==> src/rtl/food_point_gen_if.sv <==
// Handshake bundle between the game FSM, the food-point generator and the snake-body occupancy store.
interface food_point_gen_if #(
    parameter int GRID_W = 64,
    parameter int GRID_H = 48,
    parameter int X_W    = 10,
    parameter int Y_W    = 9
);
    localparam int CXB = $clog2(GRID_W);
    localparam int CYB = $clog2(GRID_H);

    logic           req;
    logic           busy;
    logic           valid;
    logic           exhausted;
    logic [X_W-1:0] randX;
    logic [Y_W-1:0] randY;
    logic           occ_req;
    logic [CXB-1:0] occ_x;
    logic [CYB-1:0] occ_y;
    logic           occ_hit;

    modport master (
        output req, occ_hit,
        input  busy, valid, exhausted, randX, randY, occ_req, occ_x, occ_y
    );

    modport slave (
        input  req, occ_hit,
        output busy, valid, exhausted, randX, randY, occ_req, occ_x, occ_y
    );
endinterface

==> src/rtl/food_point_gen.sv <==
// Food-position generator: draws LFSR cells, rejects margin/occupied ones and
// falls back to the top-left playable cell after MAX_TRIES candidates.
module food_point_gen #(
    parameter int          GRID_W    = 64,
    parameter int          GRID_H    = 48,
    parameter int          CELL      = 10,
    parameter int          MARGIN    = 2,
    parameter int          X_W       = 10,
    parameter int          Y_W       = 9,
    parameter int          MAX_TRIES = 15,
    parameter logic [15:0] SEED      = 16'hACE1,
    localparam int         CXB       = $clog2(GRID_W),
    localparam int         CYB       = $clog2(GRID_H)
) (
    input logic             VGA_clk,
    input logic             reset,
    food_point_gen_if.slave bus
);
    localparam logic [1:0]     S_IDLE   = 2'd0;
    localparam logic [1:0]     S_DRAW   = 2'd1;
    localparam logic [1:0]     S_QUERY  = 2'd2;
    localparam logic [1:0]     S_WAIT   = 2'd3;
    localparam logic [15:0]    SEED_EFF = (SEED == 16'h0000) ? 16'h0001 : SEED;
    localparam logic [X_W-1:0] FALL_X   = X_W'(MARGIN * CELL);
    localparam logic [Y_W-1:0] FALL_Y   = Y_W'(MARGIN * CELL);
    localparam logic [7:0]     LAST_TRY = 8'(MAX_TRIES - 1);

    logic [1:0]     r_state;
    logic [15:0]    r_lfsr;
    logic [7:0]     r_tries;
    logic [CXB-1:0] r_occ_x;
    logic [CYB-1:0] r_occ_y;
    logic [X_W-1:0] r_rand_x;
    logic [Y_W-1:0] r_rand_y;
    logic           r_valid;
    logic           r_exhausted;

    logic [15:0]    w_lfsr_nxt;
    logic [CXB-1:0] w_cx;
    logic [CYB-1:0] w_cy;
    logic           w_in_range;
    logic           w_last;
    logic [X_W-1:0] w_px;
    logic [Y_W-1:0] w_py;
    logic [1:0]     w_state_nxt;
    logic           w_reject;
    logic           w_accept;
    logic           w_fallback;

    assign w_lfsr_nxt = {r_lfsr[14:0], r_lfsr[15] ^ r_lfsr[14] ^ r_lfsr[12] ^ r_lfsr[3]};
    assign w_cx       = r_lfsr[CXB-1:0];
    assign w_cy       = r_lfsr[8 +: CYB];
    assign w_in_range = (int'(w_cx) >= MARGIN) && (int'(w_cx) < GRID_W - MARGIN) &&
                        (int'(w_cy) >= MARGIN) && (int'(w_cy) < GRID_H - MARGIN);
    assign w_last     = (r_tries == LAST_TRY);
    // Pixel coordinates come from the registered query cell, which is stable through WAIT.
    assign w_px       = X_W'(int'(r_occ_x) * CELL);
    assign w_py       = Y_W'(int'(r_occ_y) * CELL);
    assign w_fallback = w_reject && w_last;

    // Next-state decode; a rejection on the last try ends the request instead of redrawing.
    always_comb begin
        w_state_nxt = r_state;
        w_reject    = 1'b0;
        w_accept    = 1'b0;
        case (r_state)
            S_IDLE: begin
                if (bus.req) w_state_nxt = S_DRAW;
                else         w_state_nxt = S_IDLE;
            end
            S_DRAW: begin
                if (w_in_range) begin
                    w_state_nxt = S_QUERY;
                end else begin
                    w_reject    = 1'b1;
                    w_state_nxt = w_last ? S_IDLE : S_DRAW;
                end
            end
            S_QUERY: w_state_nxt = S_WAIT;
            S_WAIT: begin
                if (bus.occ_hit) begin
                    w_reject    = 1'b1;
                    w_state_nxt = w_last ? S_IDLE : S_DRAW;
                end else begin
                    w_accept    = 1'b1;
                    w_state_nxt = S_IDLE;
                end
            end
            default: w_state_nxt = S_IDLE;
        endcase
    end

    // State, LFSR, try counter, query cell and result registers.
    always_ff @(posedge VGA_clk) begin
        if (reset) begin
            r_state     <= S_IDLE;
            r_lfsr      <= SEED_EFF;
            r_tries     <= 8'd0;
            r_occ_x     <= '0;
            r_occ_y     <= '0;
            r_rand_x    <= FALL_X;
            r_rand_y    <= FALL_Y;
            r_valid     <= 1'b0;
            r_exhausted <= 1'b0;
        end else begin
            r_state <= w_state_nxt;
            r_lfsr  <= w_lfsr_nxt;
            r_valid <= w_accept | w_fallback;
            if (r_state == S_IDLE && bus.req) r_tries <= 8'd0;
            else if (w_reject && !w_last)     r_tries <= r_tries + 8'd1;
            else                              r_tries <= r_tries;
            if (r_state == S_DRAW && w_in_range) begin
                r_occ_x <= w_cx;
                r_occ_y <= w_cy;
            end
            if (w_accept) begin
                r_rand_x    <= w_px;
                r_rand_y    <= w_py;
                r_exhausted <= 1'b0;
            end else if (w_fallback) begin
                r_rand_x    <= FALL_X;
                r_rand_y    <= FALL_Y;
                r_exhausted <= 1'b1;
            end
        end
    end

    assign bus.busy      = (r_state != S_IDLE);
    assign bus.occ_req   = (r_state == S_QUERY);
    assign bus.occ_x     = r_occ_x;
    assign bus.occ_y     = r_occ_y;
    assign bus.valid     = r_valid;
    assign bus.exhausted = r_exhausted;
    assign bus.randX     = r_rand_x;
    assign bus.randY     = r_rand_y;
endmodule

==> src/flat_wrapper.sv <==
// flat-port wrapper written by rule: the top's interface ports become plain ports
module food_point_gen_flat 
#(
    parameter int          GRID_W    = 64,
    parameter int          GRID_H    = 48,
    parameter int          CELL      = 10,
    parameter int          MARGIN    = 2,
    parameter int          X_W       = 10,
    parameter int          Y_W       = 9,
    parameter int          MAX_TRIES = 15,
    parameter logic [15:0] SEED      = 16'hACE1,
    localparam int         CXB       = $clog2(GRID_W),
    localparam int         CYB       = $clog2(GRID_H)
)
  (VGA_clk, reset, bus_req, bus_occ_hit, bus_busy, bus_valid, bus_exhausted, bus_randX, bus_randY, bus_occ_req, bus_occ_x, bus_occ_y);
  food_point_gen_if #(.GRID_W(GRID_W), .GRID_H(GRID_H), .X_W(X_W), .Y_W(Y_W)) bus_i ();
  input logic VGA_clk;
  input logic reset;
  input wire logic [$bits(bus_i.req)-1:0] bus_req;
  input wire logic [$bits(bus_i.occ_hit)-1:0] bus_occ_hit;
  output wire logic [$bits(bus_i.busy)-1:0] bus_busy;
  output wire logic [$bits(bus_i.valid)-1:0] bus_valid;
  output wire logic [$bits(bus_i.exhausted)-1:0] bus_exhausted;
  output wire logic [$bits(bus_i.randX)-1:0] bus_randX;
  output wire logic [$bits(bus_i.randY)-1:0] bus_randY;
  output wire logic [$bits(bus_i.occ_req)-1:0] bus_occ_req;
  output wire logic [$bits(bus_i.occ_x)-1:0] bus_occ_x;
  output wire logic [$bits(bus_i.occ_y)-1:0] bus_occ_y;
  assign bus_i.req = bus_req;
  assign bus_i.occ_hit = bus_occ_hit;
  assign bus_busy = bus_i.busy;
  assign bus_valid = bus_i.valid;
  assign bus_exhausted = bus_i.exhausted;
  assign bus_randX = bus_i.randX;
  assign bus_randY = bus_i.randY;
  assign bus_occ_req = bus_i.occ_req;
  assign bus_occ_x = bus_i.occ_x;
  assign bus_occ_y = bus_i.occ_y;
  food_point_gen #(.GRID_W(GRID_W), .GRID_H(GRID_H), .CELL(CELL), .MARGIN(MARGIN), .X_W(X_W), .Y_W(Y_W), .MAX_TRIES(MAX_TRIES), .SEED(SEED)) u_core (.VGA_clk(VGA_clk), .reset(reset), .bus(bus_i));
endmodule
==> config.mk <==
export PLATFORM = sky130hd
export DESIGN_NAME = food_point_gen_flat
export DESIGN_NICKNAME = d
export VERILOG_FILES = /design/src/rtl/food_point_gen_if.sv /design/src/rtl/food_point_gen.sv /design/src/flat_wrapper.sv
export SDC_FILE = /design/constraint.sdc
export NUM_CORES = 1
export LEC_CHECK = 0
export ABC_AREA = 0
export BUFFER_PORTS_ARGS = -buffer_cell sky130_fd_sc_hd__buf_2
export CELL_PAD_IN_SITES_DETAIL_PLACEMENT = 0
export CELL_PAD_IN_SITES_GLOBAL_PLACEMENT = 1
export CORE_AREA = 2 2 110 59
export CTS_BUF_LIST = sky130_fd_sc_hd__clkbuf_8
export CTS_CLUSTER_DIAMETER = 150
export CTS_CLUSTER_SIZE = 20
export DETAILED_ROUTE_END_ITERATION = 7
export DIE_AREA = 0 0 112 61
export HOLD_SLACK_MARGIN = 0.15
export PLACE_DENSITY = 0.76
export SETUP_SLACK_MARGIN = 0.1
export SYNTH_ARGS = -nofsm -noshare
export SYNTH_HDL_FRONTEND = slang
export SYNTH_SLANG_ARGS = --single-unit
==> constraint.sdc <==
create_clock -name VGA_clk -period 2.4 [get_ports VGA_clk]
set_input_delay 0.24 -clock VGA_clk [delete_from_list [all_inputs] [get_ports VGA_clk]]
set_output_delay 0.24 -clock VGA_clk [all_outputs]
set_load 0.05 [all_outputs]
==> results.toml, run 1 <==
[routing]
drcViolationCount = 0
viasPerCell = 5.05
drt_iter0_drc = 169
ant_nets = 0
wirelength_um = 5490
wl_per_cell_um = 14.1
route.vias.total = 1968
first_pass_iters = 4

[finish]
nets = 333
n_antenna_cell = 0
drive_gt1_share_pct = 22.7
multiInputGateArea_mm2 = 0.00125
layout.filler_cells = 573
area_growth_syn_to_layout_pct = 17.0
post-route-util_pct = 50.8
seq_area_mm2 = 0.00114

[floorplan]
rows = 20
start_util_pct = 43.4
core_area_mm2 = 0.00586
die-width_um = 112
fp.dieArea_mm2 = 0.00683
num_io_pins = 39
die_y_um = 61

[status]
status = "finished, final reports clean"

[sta]
final_hold_viol_count = 0
relSlewSlack_pct = 63.8
period_share_pct = 80.5
fin_skew_ps = 10.7
fmax_ghz = 0.518
worst_pin_slew_ps = 542
setup_tns_ps = 0
finalSetupViolCount = 0
rsz0062_at_grt = "false"
slew_viol_final = 0
fin_crit_ps = 1930

[grt]
grtUsageTotal_pct = 17.9
grt_start_max_net_pins = 27
grt_pass1_wl_um = 9110
grt_pass1_vias = 1812
grt_overflow = 0
antenna_found_initial = 0

[yosys]
async_reset_ff_share_pct = 0
syn_area_mm2 = 0.00254
ys_ff_latch = 57
yosys_warnings = 0
seq_area_frac_synth_pct = 44.9
synthCells = 270
syn-mean-instance-area_um2 = 9.42
synth_edf_count = 0
synthFlopType = "dfxtp_1"
ys_types = 44

[clock_tree]
cts_sinks = 57
cts_hold_buffers = 0
ctsLongestPathBuffers = 2
post_cts_resized = 0
clk_latency_ps = 340
numCtsBuffers = 9
postCtsSetupBuffers = 0
htreeDepth = 3
cts_root_buf = "clkbuf_8"
clk_pin_slew_ps = 60
cts_tree = "done"

[critical_path]
crit_required_ps = 2630
crit_fanout = 4
cp_cell_sequence = "ha_1 > ha_1 > inv_1 > fa_1 > inv_1 > a21o_1 > a21oi_1 > xnor2_1 > a22o_1"
cpMaxStageDelayCell = "fa_1"
crit_path_max_incr_delay_ps = 390
reg2reg_slack_ps = 470
critPathKind = "reg2reg"
worstRegToRegCells = 9
end_kind = "flop"
rr_startpoint = "u_core.bus.occ_y[3]"
start_kind = "flop"
cp-startpoint = "u_core.bus.occ_y[3]"
arrival_ps = 2170

[power]
p_per_area_mw_per_mm2 = 744
max-vdd-ir-drop_mv = 0.460
leakagePower_nw = 1.43

[placed_design]
portBuffers = 36
hpwl_um = 3980
gp_congestion = 0.772

[min_path]
worstHoldPathCells = 3
hp-class = "in2reg"
hold_start = "bus_req"

[job]
maxCapViolations = 0
[synth_stat cells, types with 2 or more instances]
cell | instances | share of area [%]
a31o_2 | 2 | 0.69
nor2_1 | 11 | 1.6
clkbuf_1 | 6 | 0.89
nor3_1 | 2 | 0.39
a22o_1 | 10 | 3.4
and2_1 | 2 | 0.49
nor4_1 | 2 | 0.49
xor2_1 | 2 | 0.69
or3_1 | 2 | 0.49
nor2b_1 | 10 | 2.5
fa_1 | 2 | 1.6
nand4_1 | 5 | 1.2
and3_1 | 5 | 1.2
buf_6 | 2 | 0.89
nand2b_1 | 3 | 0.74
buf_4 | 4 | 1.2
a21o_1 | 5 | 1.5
nand2_1 | 22 | 3.2
or2_2 | 8 | 2.0
a21oi_1 | 31 | 6.1
nand3_1 | 13 | 2.6
buf_1 | 2 | 0.30
ha_1 | 18 | 8.9
o2bb2ai_1 | 3 | 1.0
xnor2_1 | 7 | 2.4
dfxtp_1 | 57 | 45
inv_1 | 17 | 2.5
[placed cells by master, fill, tap and decap left out, types with 2 or more instances in the layout]
master / n
ha_1: 18
a22o_1: 10
clkbuf_8: 11
conb_1: 2
and3_1: 5
nor3_1: 2
nand3_1: 13
buf_2: 36
clkinv_2: 2
dfxtp_1: 57
inv_1: 18
buf_4: 6
xnor2_1: 7
nand4_1: 5
nor2_1: 11
nor2b_1: 10
a31o_2: 2
and2_1: 2
nand2_1: 22
a21o_1: 5
fa_1: 2
or3_1: 2
nand2b_1: 3
or2_2: 8
a21oi_1: 31
o2bb2ai_1: 3
xor2_1: 2
nor4_1: 2
[metal layers]
metal  wire [um]  GRT usage [%]  share of wire (%)  vias to the layer above
met1        3060           26.7                 56                      886
li1            -              -                  -                     1019
met5           0              0                  0                        -
met3         380           6.39                6.9                       11
met2        1960           22.6                 36                       52
met4          94           8.54                1.7                        0
[path summary, 6_finish.rpt]
| path | end |
|---|---|
| max | u_core.bus.randY[8] |
| min | u_core.r_state[0] |
| max reg2reg | u_core.bus.randY[8] |
| min reg2reg | u_core.bus.randX[4] |
[critical path, delay by kind of cell, from the launching register on]
family                   cells  cell delay, ps
buffers and inverters        2             130
adder cells (fa/ha/maj)      3             870
flip-flops                   1             350
XOR/XNOR                     1             130
AO/OA/AOI/OAI                3             350
[report_power, final]
part | switching (W) | total (W) | internal [W]
Combinational | 0.000204 | 0.000296 | 0.0000920
Clock | 0.000369 | 0.000892 | 0.000522
Sequential | 0.0000380 | 0.00102 | 0.000987
Total | 0.000612 | 0.00221 | 0.00160
[through the flow]
stage / std cells / total power [W] / cell area, um2 / hold WS [ps] / worst slack, ps
2_1_floorplan: 271 / 0.00128 / 2550 / 389 / 243
3_3_place_gp: 375 / 0.00134 / 2780 / 416 / 490
3_5_place_dp: 375 / 0.00134 / 2780 / 402 / 500
4_1_cts: 390 / 0.00224 / 2980 / 180 / 467
5_1_grt: 390 / 0.00232 / 2980 / 202 / 371
6_report: 390 / 0.00221 / 2980 / 194 / 468
[registers in the layout, indices dropped and copies added (netlist names), named ones only]
name and cells:
u_core.bus.valid 1, u_core.r_lfsr 16, u_core.bus.randX 9, u_core.bus.randY 8, u_core.bus.occ_x 6, u_core.bus.exhausted 1
u_core.r_tries 8, u_core.r_state 1, u_core.bus.occ_y 6
[cell families (layout without fill, tap and decap cells)]
kind of cell | after synthesis | after routing | synth area share, %
AOI/OAI and AO/OA | 62 | 62 | 17.0
xor gates and xnor gates | 9 | 9 | 3.10
adders and majority gates | 20 | 20 | 10.4
buffers and inverters | 32 | 74 | 5.95
DFF | 57 | 57 | 44.9
muxes | 2 | 2 | 0.836
other | 1 | 2 | 0.147
and+or+nand+nor | 87 | 87 | 17.7
[cell type report]
cell class	instances	share of cell area (%)
sequential	57	38.3
multi-input combinational	182	42.2
clock buffer	11	5.09
tap	77	3.24
timing repair buffer	42	7.57
clock inverter	4	1.47
inverter	17	2.14
Note: power is estimated with default switching activity, not from simulation.
==> run 2, diff against run 1 <==
Clock period 2.4 ns to 1.9 ns, I/O delays scaled along.
==> results.toml, run 2 (synthesis gave the netlist of run 1 again) <==
[status]
status = "finished, final reports clean"

[power]
p_per_area_mw_per_mm2 = 848
combPwrFrac_pct = 15.2
pwr-share-clk_pct = 36.4
leakagePower_nw = 1.45
max-vdd-ir-drop_mv = 0.371
seqPwrFrac_pct = 48.4
p_switching_w = 0.000781
swShare_pct = 29.1
intPower_w = 0.00190

[grt]
grtUsageTotal_pct = 18.1
grt_use_met2_pct = 22.7
grt_start_max_net_pins = 24
grt_overflow = 0
grtUsageMet1_pct = 27.5
grt_pass1_vias = 1793
antenna_found_initial = 0
use_met3_pct = 7.29
grt_pass1_wl_um = 9140
top_usage_layer = "met1"

[routing]
route.vias.total = 1976
first_pass_iters = 4
drcViolationCount = 0
drt_iter0_drc = 80
wl_per_cell_um = 14.4
ant_nets = 0
wirelength_um = 5700
viasPerCell = 4.99

[clock_tree]
cts_tree = "done"
ctsLongestPathBuffers = 2
cts_root_buf = "clkbuf_8"
numCtsBuffers = 9
clk_pin_slew_ps = 60
cts_hold_buffers = 0
cts_sinks = 57
clk_latency_ps = 340
htreeDepth = 3

[job]
maxCapViolations = 0

[placed_design]
dpl_cell_area_mm2 = 0.00291
gp_congestion = 0.826
portBuffers = 36
hpwl_um = 4090

[sta]
holdWs_ps = 160
finalSetupViolCount = 0
rsz0062_at_grt = "true"
fin_crit_ps = 1790
fmax_ghz = 0.560
slew_viol_final = 0
setup_tns_ps = 0
period_share_pct = 94.1
fin_skew_ps = 10.9
final_hold_viol_count = 0

[floorplan]
start_util_pct = 43.4
core_area_mm2 = 0.00586
fp.dieArea_mm2 = 0.00683
num_io_pins = 39
rows = 20
die-width_um = 112
die_y_um = 61

[critical_path]
cp_cell_sequence = "ha_4 > ha_4 > inv_2 > fa_2 > inv_2 > a21o_1 > a21oi_2 > xnor2_1 > a22o_1"
cpMaxStageDelayCell = "dfxtp_4"
crit_required_ps = 2130
start_kind = "flop"
crit_fanout = 4
end_kind = "flop"
critPathKind = "reg2reg"
arrival_ps = 2020
crit_path_max_incr_delay_ps = 370

[finish]
final_cell_mix = "45 x dfxtp_1, 36 x buf_2, 28 x a21oi_1, 22 x nand2_1, 17 x inv_1"
drive_gt1_share_pct = 33.5
final_common_cell = "dfxtp_1"
largest_reg_flops = 16
nets = 338
n_antenna_cell = 0
layout.filler_cells = 559
post-route-util_pct = 54.1
final_cell_area_mm2 = 0.00317
top_register = "u_core.r_lfsr"
area_growth_syn_to_layout_pct = 24.5

[min_path]
hp-class = "in2reg"
## run 2: changes by cell type in the layout (fill, tap and decap cells not counted), moves of 6 or more
cell	change
dfxtp_1	-12
dfxtp_4	+8
ha_4	+6
ha_1	-7
## run 2: routing by layer
layer | part of all wire [%] | vias to the layer above
li1 | - | 1026
met1 | 56 | 887
met2 | 36 | 57
met3 | 7.4 | 6
met4 | 0.86 | 0
met5 | 0 | -
## run 2: worst paths after layout
check | startpoint | endpoint | slack (ps) | cells after the start
worst min-delay path | bus_req | u_core.r_state[0] | 160 | 3
worst max register to register | u_core.bus.occ_y[3] | u_core.bus.randY[8] | 110 | 9
worst max-delay path | u_core.bus.occ_y[3] | u_core.bus.randY[8] | 110 | 9
worst min register to register | u_core.bus.randY[4] | u_core.bus.randY[4] | 440 | 2
## run 2: worst max-delay path, delay by kind of cell, from the launching register on
kind            cells  cell delay [ps]
buf+inv             2               80
compound gates      3              360
flops               1              370
fa+ha+maj           3              750
xor+xnor            1              120
## run 2: stage by stage
step	power, W	cells	setup WS, ps
5_1_grt	0.00281	396	30.2
6_report	0.00268	396	113
2_1_floorplan	0.00162	271	94.4
3_3_place_gp	0.00170	377	89.9
3_5_place_dp	0.00171	377	70.3
4_1_cts	0.00270	394	106
## run 2: layout make-up
type                            count  area, um2  area share [%]
Inverter                           17       63.8            2.02
Sequential cell                    57       1180            37.1
Tap cell                           77       96.3            3.04
Multi-Input combinational cell    182       1380            43.7
Clock buffer                       11        151            4.78
Clock inverter                      5       20.0           0.632
Timing Repair Buffer               47        275            8.69
## run 2: power groups by stage
stage          logic, W  registers [W]  clock network (W)
4_1_cts        0.000394        0.00129            0.00101
5_1_grt        0.000445        0.00131            0.00106
3_3_place_gp   0.000385        0.00132                  0
2_1_floorplan  0.000249        0.00137                  0
6_report       0.000409        0.00130           0.000978
3_5_place_dp   0.000387        0.00132                  0
## run 2: timing repair
action                     in CTS  in global routing
gates cloned                    0                  0
setup buffers                   1                  2
setup endpoints to repair      13                 13
gates resized for setup         2                 11
pin swaps                       1                  7
==> run 3, diff against run 2 <==
Settings changed: RECOVER_POWER set to 100.
==> results.toml, run 3 (synthesis gave the netlist of run 1 again) <==
[routing]
wl_per_cell_um = 14.5
drt_iter0_drc = 93
viasPerCell = 4.96
ant_nets = 0
drcViolationCount = 0
route.vias.total = 1964
wirelength_um = 5740
first_pass_iters = 4

[floorplan]
core_area_mm2 = 0.00586
die_y_um = 61
start_util_pct = 43.4
die-width_um = 112
num_io_pins = 39
fp.dieArea_mm2 = 0.00683
rows = 20

[clock_tree]
htreeDepth = 3
clk_pin_slew_ps = 70
ctsLongestPathBuffers = 2
clk_latency_ps = 340
cts_sinks = 57
cts_root_buf = "clkbuf_8"
numCtsBuffers = 9
cts_tree = "done"
cts_hold_buffers = 0

[critical_path]
start_kind = "flop"
arrival_ps = 2050
critPathKind = "reg2reg"
crit_fanout = 10
end_kind = "flop"
crit_required_ps = 2130

[grt]
grt_start_max_net_pins = 24
grt_pass1_wl_um = 9140
grt_pass1_vias = 1793
antenna_found_initial = 0
grt_use_met2_pct = 22.7
grt_overflow = 0
top_usage_layer = "met1"
grtUsageMet1_pct = 27.5
use_met3_pct = 7.29
grtUsageTotal_pct = 18.1

[sta]
relSlewSlack_pct = 40.1
setup_tns_ps = 0
final_hold_viol_count = 0
rsz0062_at_grt = "true"
slew_viol_final = 0
fin_crit_ps = 1820
finalWorstSetupSlack_ps = 80.1
worst_pin_slew_ps = 898
finalSetupViolCount = 0
period_share_pct = 95.8
fin_skew_ps = 11.1
fmax_ghz = 0.549

[placed_design]
dp_slack_ps = 70.3
place_inst = 377
gp_congestion = 0.826
portBuffers = 36
hpwl_um = 4090

[finish]
n_antenna_cell = 0
layout.filler_cells = 584
final_cell_mix = "45 x dfxtp_1, 35 x clkbuf_1, 28 x a21oi_1, 22 x nand2_1, 17 x inv_1"
post-route-util_pct = 53.0
nets = 338
top_register = "u_core.r_lfsr"
area_growth_syn_to_layout_pct = 22.1
largest_reg_flops = 16
drive_gt1_share_pct = 22.6
final_common_cell = "dfxtp_1"
final_cells = 396

[power]
max-vdd-ir-drop_mv = 0.368
total_power_w = 0.00267
p_per_area_mw_per_mm2 = 858
leakagePower_nw = 1.31

[job]
maxCapViolations = 0

[status]
status = "finished, final reports clean"

[min_path]
hp-class = "in2reg"
[run 3: through the flow]
| step | area (um2) | hold WS (ps) |
|---|---|---|
| floorplan | 2650 | 361 |
| global placement | 2910 | 420 |
| detailed placement | 2910 | 423 |
| CTS | 3100 | 151 |
| global route | 3110 | 170 |
| finish | 3110 | 159 |
[run 3: final timing paths]
check                        end  slack (ps)           startpoint  cells past startpoint
max            u_core.r_tries[2]          80     u_core.r_lfsr[2]                      6
min reg2reg  u_core.bus.randY[4]         450  u_core.bus.randY[4]                      2
max reg2reg    u_core.r_tries[2]          80     u_core.r_lfsr[2]                      6
min            u_core.r_state[0]         160              bus_req                      3
[run 3: what timing repair did]
item,4_1_cts,5_1_grt
hold endpoints to repair,0,0
pin swaps,1,7
setup buffers,1,2
gates resized for setup,2,11
setup endpoints to repair,13,13
[run 3: final cells by class]
class                   instances  area, um2  share of cell area, %
multi-input cells             182       1370                   44.2
clock buffers                  11        151                   4.88
clock inverters                 5       20.0                  0.645
inverters                      17       63.8                   2.05
well taps                      77       96.3                   3.10
repair buffers                 47        226                   7.29
flip-flops and latches         57       1180                   37.9
[run 3: where the power goes]
part	total (W)	switching [W]	internal [W]	leakage [nW]
Sequential	0.00130	0.0000547	0.00124	0.473
Clock	0.000976	0.000453	0.000523	0.104
Combinational	0.000391	0.000268	0.000123	0.732
Total	0.00267	0.000776	0.00189	1.31
[run 3: layer usage]
metal / wire length (um) / vias up
met5: 0 / -
met1: 3270 / 886
li1: - / 1024
met4: 49 / 0
met2: 2020 / 48
met3: 396 / 6
[run 3: critical path: stages (launching register included)]
cell	delay, ps
dfxtp_1	360
nor4_2	310
mux2i_2	170
a31oi_2	330
buf_4	250
a31oi_1	90
a41o_1	200
